===== src/rtl/imem_loader_pkg.sv =====
// imem_loader shared definitions.
// Frame marker, memory geometry and loader FSM states.
package imem_loader_pkg;

  localparam int DEPTH = 128;
  localparam int ADDR_WIDTH = $clog2(DEPTH);
  localparam logic [7:0] SYNC_BYTE = 8'hA5;

  typedef enum logic [2:0] {
    IDLE,
    GET_LEN,
    GET_DATA,
    WRITE,
    GET_CSUM,
    DONE,
    ERROR
  } state_t;

endpackage


===== src/rtl/imem_loader_if.sv =====
// imem_loader byte stream interface.
// master = byte source, slave = loader.
interface imem_loader_if;

  logic       rx_valid;
  logic [7:0] rx_data;
  logic       rx_ready;

  modport master (
    output rx_valid,
    output rx_data,
    input  rx_ready
  );

  modport slave (
    input  rx_valid,
    input  rx_data,
    output rx_ready
  );

endinterface


===== src/rtl/imem_loader_word_packer.sv =====
// imem_loader byte-to-word packer.
// Little-endian: first byte lands in bits 7:0.
module word_packer (
  input  logic        clk,
  input  logic        reset,
  input  logic        clear,
  input  logic        shift,
  input  logic [7:0]  byte_in,
  output logic [31:0] word,
  output logic        last,
  output logic        complete
);

  logic [1:0] count;

  assign last = (count == 2'd3);

  // shift bytes in from the top, flag the 4th byte
  always_ff @(posedge clk) begin
    if (reset) begin
      word     <= '0;
      count    <= '0;
      complete <= 1'b0;
    end else if (clear) begin
      count    <= '0;
      complete <= 1'b0;
    end else if (shift) begin
      word     <= {byte_in, word[31:8]};
      count    <= count + 2'd1;
      complete <= last;
    end else begin
      complete <= 1'b0;
    end
  end

endmodule


===== src/rtl/imem_loader.sv =====
// imem_loader: framed byte stream to instruction memory.
// Holds the core in reset until a checksummed program loads.
module imem_loader #(
  parameter int         DEPTH      = 128,
  parameter int         ADDR_WIDTH = $clog2(DEPTH),
  parameter logic [7:0] SYNC_BYTE  = 8'hA5
) (
  input  logic                  clk,
  input  logic                  reset,
  imem_loader_if.slave          rx,
  input  logic                  load_req,
  output logic                  mem_wren,
  output logic [ADDR_WIDTH-1:0] mem_addr,
  output logic [31:0]           mem_data,
  output logic                  core_reset,
  output logic                  done,
  output logic                  err
);

  import imem_loader_pkg::*;

  state_t                state;
  state_t                state_n;
  logic [ADDR_WIDTH-1:0] word_idx;
  logic [7:0]            len_q;
  logic [7:0]            csum;
  logic [31:0]           word;
  logic                  last;
  logic                  complete;
  logic                  acc;
  logic                  last_word;
  logic                  bad_len;

  assign acc       = rx.rx_valid && rx.rx_ready;
  assign last_word = (int'(word_idx) == int'(len_q) - 1);
  assign bad_len   = (rx.rx_data == 8'd0)
                  || (int'(rx.rx_data) > DEPTH);
  assign mem_addr  = word_idx;
  assign mem_data  = word;

  word_packer u_pack (
    .clk      (clk),
    .reset    (reset),
    .clear    ((state == GET_LEN && acc) || complete),
    .shift    (state == GET_DATA && acc),
    .byte_in  (rx.rx_data),
    .word     (word),
    .last     (last),
    .complete (complete)
  );

  // next state from current state and accepted byte
  always_comb begin
    state_n = state;
    unique case (state)
      IDLE:
        if (acc && rx.rx_data == SYNC_BYTE)
          state_n = GET_LEN;
      GET_LEN:
        if (acc)
          state_n = bad_len ? ERROR : GET_DATA;
      GET_DATA:
        if (acc && last)
          state_n = WRITE;
      WRITE:
        state_n = last_word ? GET_CSUM : GET_DATA;
      GET_CSUM:
        if (acc)
          state_n = (rx.rx_data == csum) ? DONE : ERROR;
      DONE, ERROR:
        if (load_req)
          state_n = IDLE;
      default:
        state_n = IDLE;
    endcase
  end

  // state, frame registers and outputs decoded from next state
  always_ff @(posedge clk) begin
    if (reset) begin
      state       <= IDLE;
      word_idx    <= '0;
      len_q       <= '0;
      csum        <= '0;
      rx.rx_ready <= 1'b0;
      mem_wren    <= 1'b0;
      core_reset  <= 1'b1;
      done        <= 1'b0;
      err         <= 1'b0;
    end else begin
      state       <= state_n;
      rx.rx_ready <= (state_n == IDLE)
                  || (state_n == GET_LEN)
                  || (state_n == GET_DATA)
                  || (state_n == GET_CSUM);
      mem_wren    <= (state_n == WRITE);
      core_reset  <= (state_n != DONE);
      done        <= (state_n == DONE);
      err         <= (state_n == ERROR);
      if (state == GET_LEN && state_n == GET_DATA) begin
        len_q    <= rx.rx_data;
        word_idx <= '0;
        csum     <= '0;
      end
      if (state == GET_DATA && acc)
        csum <= csum ^ rx.rx_data;
      if (state == WRITE)
        word_idx <= word_idx + 1'b1;
    end
  end

endmodule


===== src/flat_wrapper.sv =====
// flat-port wrapper written by rule: the top's interface ports become plain ports
module imem_loader_flat import imem_loader_pkg::*;
#(
  parameter int         DEPTH      = 128,
  parameter int         ADDR_WIDTH = $clog2(DEPTH),
  parameter logic [7:0] SYNC_BYTE  = 8'hA5
)
  (clk, reset, load_req, mem_wren, mem_addr, mem_data, core_reset, done, err, rx_rx_valid, rx_rx_data, rx_rx_ready);
  imem_loader_if rx_i ();
  input  logic clk;
  input  logic reset;
  input  logic load_req;
  output logic mem_wren;
  output logic [ADDR_WIDTH-1:0] mem_addr;
  output logic [31:0] mem_data;
  output logic core_reset;
  output logic done;
  output logic err;
  input wire logic [$bits(rx_i.rx_valid)-1:0] rx_rx_valid;
  input wire logic [$bits(rx_i.rx_data)-1:0] rx_rx_data;
  output wire logic [$bits(rx_i.rx_ready)-1:0] rx_rx_ready;
  assign rx_i.rx_valid = rx_rx_valid;
  assign rx_i.rx_data = rx_rx_data;
  assign rx_rx_ready = rx_i.rx_ready;
  imem_loader #(.DEPTH(DEPTH), .ADDR_WIDTH(ADDR_WIDTH), .SYNC_BYTE(SYNC_BYTE)) u_core (.clk(clk), .reset(reset), .rx(rx_i), .load_req(load_req), .mem_wren(mem_wren), .mem_addr(mem_addr), .mem_data(mem_data), .core_reset(core_reset), .done(done), .err(err));
endmodule

===== config.mk =====
export PLATFORM = sky130hd
export DESIGN_NAME = imem_loader_flat
export DESIGN_NICKNAME = d
export VERILOG_FILES = /design/src/rtl/imem_loader_pkg.sv /design/src/rtl/imem_loader_if.sv /design/src/rtl/imem_loader_word_packer.sv /design/src/rtl/imem_loader.sv /design/src/flat_wrapper.sv
export SDC_FILE = /design/constraint.sdc
export NUM_CORES = 1
export LEC_CHECK = 0
export ABC_AREA = 1
export CORE_UTILIZATION = 45
export DETAILED_ROUTE_END_ITERATION = 12
export PLACE_DENSITY_LB_ADDON = 0.12
export SETUP_SLACK_MARGIN = 0.02
export SYNTH_ARGS = -nofsm -noshare
export SYNTH_HDL_FRONTEND = slang
export SYNTH_SLANG_ARGS = --single-unit

===== constraint.sdc =====
create_clock -name clk -period 5.7 [get_ports clk]
set_clock_uncertainty 0.15 [all_clocks]
set_input_delay 1.14 -clock clk [delete_from_list [all_inputs] [get_ports clk]]
set_output_delay 1.14 -clock clk [all_outputs]
set_load 0.02 [all_outputs]

==> results of run 1 <==
[final cells by class]
type | instances | area share, %
timing repair buffer | 58 | 14.7
inverter | 33 | 3.20
sequential | 66 | 34.2
multi-input combinational | 307 | 40.2
tap | 77 | 2.49
clock inverter | 6 | 1.68
clock buffer | 10 | 3.56
[power by group through the flow]
stage / clock (mW) / combinational [mW] / sequential [mW]
global route: 0.432 / 0.0322 / 0.461
floorplan: 0 / 0.0133 / 0.472
detailed placement: 0 / 0.0300 / 0.472
global placement: 0 / 0.0299 / 0.472
finish: 0.405 / 0.0302 / 0.461
CTS: 0.413 / 0.0302 / 0.461
[metal layers]
metal  global-route usage, %  routed length, µm  share of wire (%)
met1                    28.3               3440                 48
met2                    33.3               3300                 46
met3                    3.02                270                3.8
met4                    10.2                111                1.6
met5                       0                  0                  0
[cells in the final DEF (no fill, tap or decap), drive strengths merged]
cell type,count
and2,1
clkinvlp,1
dfxtp,66
clkinv,3
ha,3
o41ai,1
a21oi,51
o21ai,18
nand4,4
nand3,69
nand2,88
nor3,4
nor2,49
buf,4
nor4,1
bufinv,1
or2,3
inv,34
clkdlybuf4s50,54
clkbuf,10
xor2,8
xnor2,4
nand3b,2
a21boi,1
[worst max-delay path by stage]
stage	from	endpoint	slack, ps	cells after the start
3_3_place_gp	rx_rx_valid	u_core.u_pack.word[28]$_SDFFE_PP0P_	1510	9
4_1_cts	rx_rx_valid	u_core.u_pack.word[31]$_SDFFE_PP0P_	1820	9
2_1_floorplan	rx_rx_data[2]	u_core.len_q[1]$_SDFFE_PP0P_	3120	10
6_report	rx_rx_valid	u_core.u_pack.word[19]$_SDFFE_PP0P_	1800	9
5_1_grt	rx_rx_valid	u_core.u_pack.word[19]$_SDFFE_PP0P_	1450	9
3_5_place_dp	rx_rx_valid	u_core.u_pack.word[31]$_SDFFE_PP0P_	1450	9
[state kept, by name, indices dropped and copies added, names as in the netlist]
| name | cells |
|---|---|
| u_core.u_pack.word | 32 |
| u_core.csum | 8 |
| u_core.len_q | 8 |
| u_core.mem_addr | 7 |
| u_core.state | 3 |
| u_core.u_pack.count | 2 |
| u_core.core_reset | 1 |
| u_core.done | 1 |
| u_core.err | 1 |
| u_core.mem_wren | 1 |
| u_core.rx.rx_ready | 1 |
| u_core.u_pack.complete | 1 |
[critical path: cells and delay by family]
kind	cells	cell delay (ps)
compound gates	1	80
buf+inv	4	1230
simple gates	4	1480
[metrics by stage]
step	hold slack (ps)	worst slack (ps)	total power, mW	cell area (µm²)
finish	311	1800	0.897	3860
global route	333	1450	0.925	3860
CTS	316	1820	0.904	3860
detailed placement	304	1450	0.502	3660
global placement	299	1510	0.502	3660
floorplan	294	3120	0.486	3090
[logic make-up after synthesis]
| kind of cell | count (synthesis) | synth area share, % |
|---|---|---|
| fa+ha+maj | 3 | 1.22 |
| xor+xnor | 12 | 3.40 |
| flops | 66 | 42.8 |
| buf+inv | 52 | 6.93 |
| simple gates | 221 | 33.2 |
| compound gates | 71 | 12.4 |
==> implementation parameters, run 1 <==
Parameter                              Value

Yosys
  Post-synth top flop    sky130_fd_sc_hd__dfxtp_1
  Number of distinct standard cells referenced by the synthesized netlist    31
  Post-synthesis sequential area ratio    42.8%
  Post-synth top area cell    sky130_fd_sc_hd__dfxtp_1
  Most numerous cell types in the synthesized netlist    sky130_fd_sc_hd__nand2_1 (85), sky130_fd_sc_hd__dfxtp_1 (66), sky130_fd_sc_hd__nand3_1 (62)
  Cell with the most instances after synthesis    sky130_fd_sc_hd__nand2_1
  Post-synth design cell area    3090 µm²
  Most area-consuming cells after synthesis    sky130_fd_sc_hd__dfxtp_1 (43%), sky130_fd_sc_hd__nand2_1 (10%), sky130_fd_sc_hd__nand3_1 (10%), sky130_fd_sc_hd__a21oi_1 (7.5%), sky130_fd_sc_hd__nor2_1 (5.3%)
  Avg Synthesized Cell Area    7.27 µm²
  Fraction of post-synthesis cell area in the top cell type by area    42.8%
  Number of synthesized flops with an enable pin    0
  Flip-flop and latch count after synthesis    66
  Total nets after synthesis    440
  Synthesized netlist cell count    425
  Asr flop ratio synth    0%
  YS warnings    0

Timing
  Achievable clock frequency    256 MHz
  Final TNS setup    0 ps
  Hold violation count in the final report    0
  Transition time of the tightest slew-check pin    1000 ps
  Final setup violation count    0
  Setup repair after global routing missed its margin    false
  Period utilisation layout    68.4%
  Max-slew violation count    0
  Max-Slew Margin vs Limit    33.2%
  Period minus WS final    3900 ps

Power and ir drop
  Net switching share of the total power    23.4%
  Internal Dissipation    0.687 mW
  Power share of the clock group    45.2%
  Pwr dens    232 nW/µm²
  Proportion of power drawn by combinational gates    3.4%
  Peak supply drop    127 µV
  Net switching power of the design    0.210 mW
  Static leakage    1.43 nW
  Portion of total power attributed to sequential cells    51.4%

Die
  DIE AREA    7200 µm²
  Die Ht    84.8 µm
  Count of pins on the block boundary    56
  X dimension of the die    84.8 µm
  Number of rows created at floorplan    29
  Starting Density    47.5%
  Area of the placeable core    6490 µm²

Clock tree
  TritonCTS buffer count    9
  Clock sink count    66
  Clk buf depth    2
  Count of instances resized after the clock tree is built    0
  Worst skew pair latency    340 ps
  H-tree lvl count    3
  TritonCTS clock tree    yes
  Reg clk slew, reported paths    70 ps
  Hold buffer count at CTS    0
  Root cell of the clock tree    sky130_fd_sc_hd__clkbuf_8
  Setup repair bufs after CTS    0

Job
  Max Cap Violations    0

Routing
  Vias after detailed routing    2914
  DR DRC count    7
  DR pass1 iterations    11
  Final routed wire length divided by cell count    12.8 µm
  Post-DRT Antenna Nets    0
  Overall routed net length    7120 µm
  Via count normalized by instance count    5.23
  Iter 0 DRT Violations    184

Finish
  Storage cell area    1320 µm²
  Fraction of final layout cells with drive strength greater than 1    10.2%
  Number of nets at the end of the flow    490
  Filler Cells Inserted    642
  Area added between synthesis and finish    25.2%
  Antenna Diode Count    0
  Multi-input combinational cell area    1550 µm²
  Utilization after layout    59.5%
  Final Non-Filler Cells    557

Global routing
  Overflow left after global routing    0
  Maximum number of pins on one net before global-route repair    55
  Antenna violations before repair    0
  Vias in the first global route    2546
  Global-route wire length before repair    12000 µm
  Overall Global Routing Usage    21.0%

Critical path
  Cell with the largest stage delay on the worst path    sky130_fd_sc_hd__nand2_1
  Maximum fanout along the worst path    37
  R2r worst-path depth    8
  FF-to-FF End    u_core.u_pack.word[19]$_SDFFE_PP0P_
  Worst setup path category    input pin to flop
  Nature of the critical path startpoint    input pin
  Crit path DAT    3960 ps
  Critical Path Most Common Cell    sky130_fd_sc_hd__nand2_1
  WP data required    5760 ps
  Critical path endpoint category    flop
  R2r startpoint    u_core.rx.rx_ready$_SDFF_PP0_
  CP peak stage delay    680 ps
  Setup slack on the worst flop-to-flop path    2700 ps
  Cells along the critical path    clkdlybuf4s50_1 -> nand2_1 -> inv_1 -> nand3_1 -> inv_1 -> buf_4 -> nand2_1 -> nand2_1 -> a21oi_1

Worst hold path
  Worst hold endpoint    u_core.u_pack.word[7]$_SDFFE_PP0P_
  Worst Min Path Start    u_core.u_pack.word[7]$_SDFFE_PP0P_
  Path class of the lowest-slack min-delay path    flop to flop
  Hold depth    2

Placement
  Number of cells after detailed placement    541
  Number of buffers added on ports    55
  Detailed Place HPWL    4810 µm
  GP Congestion    0.869

Status
  Result of the run    finished with violations
  Failing checks    design-rule violations
Power figures use the tool's default switching activity.
==> inputs of run 2 (changes only) <==
Clock period 5.7 ns to 4.1 ns, I/O delays scaled along.
==> run 2 against run 1 <==
Count of clock-buffer cells in the layout stayed put. Clock power up 48%. Register-to-register slack got worse by 1000 ps. Via count fell by 0.27%. Sequential power increased by 39%. Highest routed layer unchanged. Flip-flop and latch count unchanged. Largest cell class unchanged. The run still ends with design-rule violations left. Utilization increased by 0.58 points. Global-route usage is 0.063 points lower. Cell area increased by 0.97%. Cell count rose by 0.54%.
==> implementation parameters, run 2 (synthesis results as in run 1) <==
Parameter                              Value

Placement
  Number of buffers added on ports    55 (unchanged)
  Cell Area, Placed    3680 µm² (was 3660 µm²)
  Detailed Place HPWL    4960 µm (was 4810 µm)
  GP Congestion    0.841 (was 0.869)
  Number of cells after detailed placement    544 (was 541)

Worst hold path
  Path class of the lowest-slack min-delay path    flop to flop (unchanged)

Die
  Die Ht    84.8 µm (unchanged)
  Number of rows created at floorplan    29 (unchanged)
  Area of the placeable core    6490 µm² (unchanged)
  Starting Density    47.5% (unchanged)
  DIE AREA    7200 µm² (unchanged)
  Count of pins on the block boundary    56 (unchanged)
  X dimension of the die    84.8 µm (unchanged)

Finish
  Filler Cells Inserted    617 (was 642)
  Regs by FF count    u_core.u_pack.word (32), u_core.csum (8), u_core.len_q (8) (unchanged)
  Flip-flop count of the largest register, all copies and words added    32 (unchanged)
  Commonest non-fill, non-tap cell in the layout    sky130_fd_sc_hd__nand2_1 (unchanged)
  Biggest register    u_core.u_pack.word (unchanged)
  Antenna Diode Count    0 (unchanged)
  Final Non-Filler Cells    560 (was 557)
  Fraction of final layout cells with drive strength greater than 1    10.6% (was 10.2%)
  Cell area after layout    3900 µm² (was 3860 µm²)
  Area added between synthesis and finish    26.4% (was 25.2%)
  Number of nets at the end of the flow    493 (was 490)
  Commonest non-fill, non-tap cells in the layout    sky130_fd_sc_hd__nand2_1 (85), sky130_fd_sc_hd__dfxtp_1 (66), sky130_fd_sc_hd__nand3_1 (62), sky130_fd_sc_hd__clkdlybuf4s50_1 (54), sky130_fd_sc_hd__a21oi_1 (46) (unchanged)

Routing
  DR pass1 iterations    8 (was 11)
  Overall routed net length    7200 µm (was 7120 µm)
  DR DRC count    7 (unchanged)
  Vias after detailed routing    2906 (was 2914)
  Post-DRT Antenna Nets    0 (unchanged)
  Via count normalized by instance count    5.19 (was 5.23)
  Final routed wire length divided by cell count    12.9 µm (was 12.8 µm)
  Iter 0 DRT Violations    162 (was 184)

Timing
  Final setup violation count    0 (unchanged)
  Transition time of the tightest slew-check pin    587 ps (was 1000 ps)
  Final TNS setup    0 ps (unchanged)
  Period utilisation layout    70.4%
  Setup repair after global routing missed its margin    false (unchanged)
  Hold violation count in the final report    0 (unchanged)
  Max-slew violation count    0 (unchanged)
  Final-layout worst hold slack    310 ps (was 311 ps)
  Max-Slew Margin vs Limit    60.9% (was 33.2%)
  Period minus WS final    2890 ps
  Achievable clock frequency    346 MHz

Clock tree
  Setup repair bufs after CTS    0 (unchanged)
  Clock sink count    66 (unchanged)
  Count of instances resized after the clock tree is built    0 (unchanged)
  Root cell of the clock tree    sky130_fd_sc_hd__clkbuf_8 (unchanged)
  Hold buffer count at CTS    0 (unchanged)
  TritonCTS clock tree    yes (unchanged)
  Reg clk slew, reported paths    70 ps (about the same)
  TritonCTS buffer count    9 (unchanged)
  Worst skew pair latency    340 ps (about the same)
  Clk buf depth    2 (unchanged)
  H-tree lvl count    3 (unchanged)

Global routing
  Met3 track demand over resource in global routing    3.40% (was 3.02%)
  Routing layer with the top usage in global route    met2 (unchanged)
  Routing usage on met1    29.9% (was 28.3%)
  Overall Global Routing Usage    21.0% (about the same)
  Maximum number of pins on one net before global-route repair    54 (was 55)
  Vias in the first global route    2621 (was 2546)
  Global routing met2 resource utilization    32.2% (was 33.3%)
  Global-route wire length before repair    12200 µm (was 12000 µm)
  Overflow left after global routing    0 (unchanged)
  Antenna violations before repair    0 (unchanged)

Critical path
  Cells along the critical path    clkdlybuf4s50_1 -> nor3_1 -> nand3_1 -> and2_1 -> o21ai_1 -> nand3_1 -> nor2_2 -> nand4_4 -> inv_2 -> nor2_1 -> nor2_1 (was clkdlybuf4s50_1 -> nand2_1 -> inv_1 -> nand3_1 -> inv_1 -> buf_4 -> nand2_1 -> nand2_1 -> a21oi_1)
  Worst setup path category    input pin to flop (unchanged)
  WP buf/inv    2 (was 4)
  Critical path endpoint category    flop (unchanged)
  Crit path DAT    3010 ps (was 3960 ps)
  Maximum fanout along the worst path    24 (was 37)
  Cell with the largest stage delay on the worst path    sky130_fd_sc_hd__clkdlybuf4s50_1 (was sky130_fd_sc_hd__nand2_1)
  WP data required    4220 ps (was 5760 ps)
  Kind of cell with the highest combined delay on the critical path    simple AND/OR/NAND/NOR gates (unchanged)
  CP peak stage delay    560 ps (was 680 ps)
  Nature of the critical path startpoint    input pin (unchanged)

Power and ir drop
  Static leakage    1.45 nW (was 1.43 nW)
  Peak supply drop    244 µV (was 127 µV)
  Power after layout    1.29 mW (was 0.897 mW)
  Pwr dens    329 nW/µm² (was 232 nW/µm²)

Job
  Max Cap Violations    0 (unchanged)

Status
  Failing checks    design-rule violations (unchanged)
  Result of the run    finished with violations (unchanged)
==> run 2: where the power goes <==
group	total (mW)	switching [mW]	leakage, nW	internal, mW
combinational	0.0424	0.0270	0.813	0.0155
sequential	0.641	0.000299	0.532	0.641
clock	0.601	0.257	0.107	0.345
total	1.29	0.284	1.45	1.00
==> run 2: metrics by stage <==
| step | util (%) | setup WS (ps) |
|---|---|---|
| 4_1_cts | 60.1 | 1240 |
| 3_5_place_dp | 56.7 | 898 |
| 3_3_place_gp | 56.7 | 936 |
| 2_1_floorplan | - | 1840 |
| 6_report | 60.1 | 1210 |
| 5_1_grt | 60.1 | 997 |
==> run 2: worst register-to-register path: cells and delay by family, from the launching register on <==
| kind | cells | cell delay (ps) |
|---|---|---|
| adder cells (fa/ha/maj) | 1 | 270 |
| AND/OR/NAND/NOR | 12 | 1190 |
| flip-flops | 1 | 400 |
| buffers and inverters | 2 | 370 |
==> run 2: area by class of cell <==
type / instances / area (µm²) / share of cell area (%)
clock buffer: 10 / 128 / 3.27
inverter: 33 / 124 / 3.17
tap: 77 / 96.3 / 2.47
multi-input combinational: 307 / 1550 / 39.8
clock inverter: 6 / 90.1 / 2.31
timing repair buffer: 61 / 591 / 15.1
sequential: 66 / 1320 / 33.9
==> run 2: worst paths after layout <==
path	to	cells past startpoint	startpoint	slack, ps
setup reg to reg	u_core.len_q[2]$_SDFFE_PP0P_	15	u_core.len_q[0]$_SDFFE_PP0P_	1660
hold reg to reg	u_core.u_pack.word[1]$_SDFFE_PP0P_	2	u_core.u_pack.word[1]$_SDFFE_PP0P_	310
hold / removal	u_core.u_pack.word[1]$_SDFFE_PP0P_	2	u_core.u_pack.word[1]$_SDFFE_PP0P_	310
setup / recovery	u_core.len_q[2]$_SDFFE_PP0P_	11	rx_rx_data[2]	1210
==> run 2: routing by layer <==
| metal | share of wire, % | vias to the layer above |
|---|---|---|
| li1 | - | 1511 |
| met1 | 49 | 1305 |
| met2 | 45 | 85 |
| met3 | 5.1 | 5 |
| met4 | 0.88 | 0 |
| met5 | 0 | - |
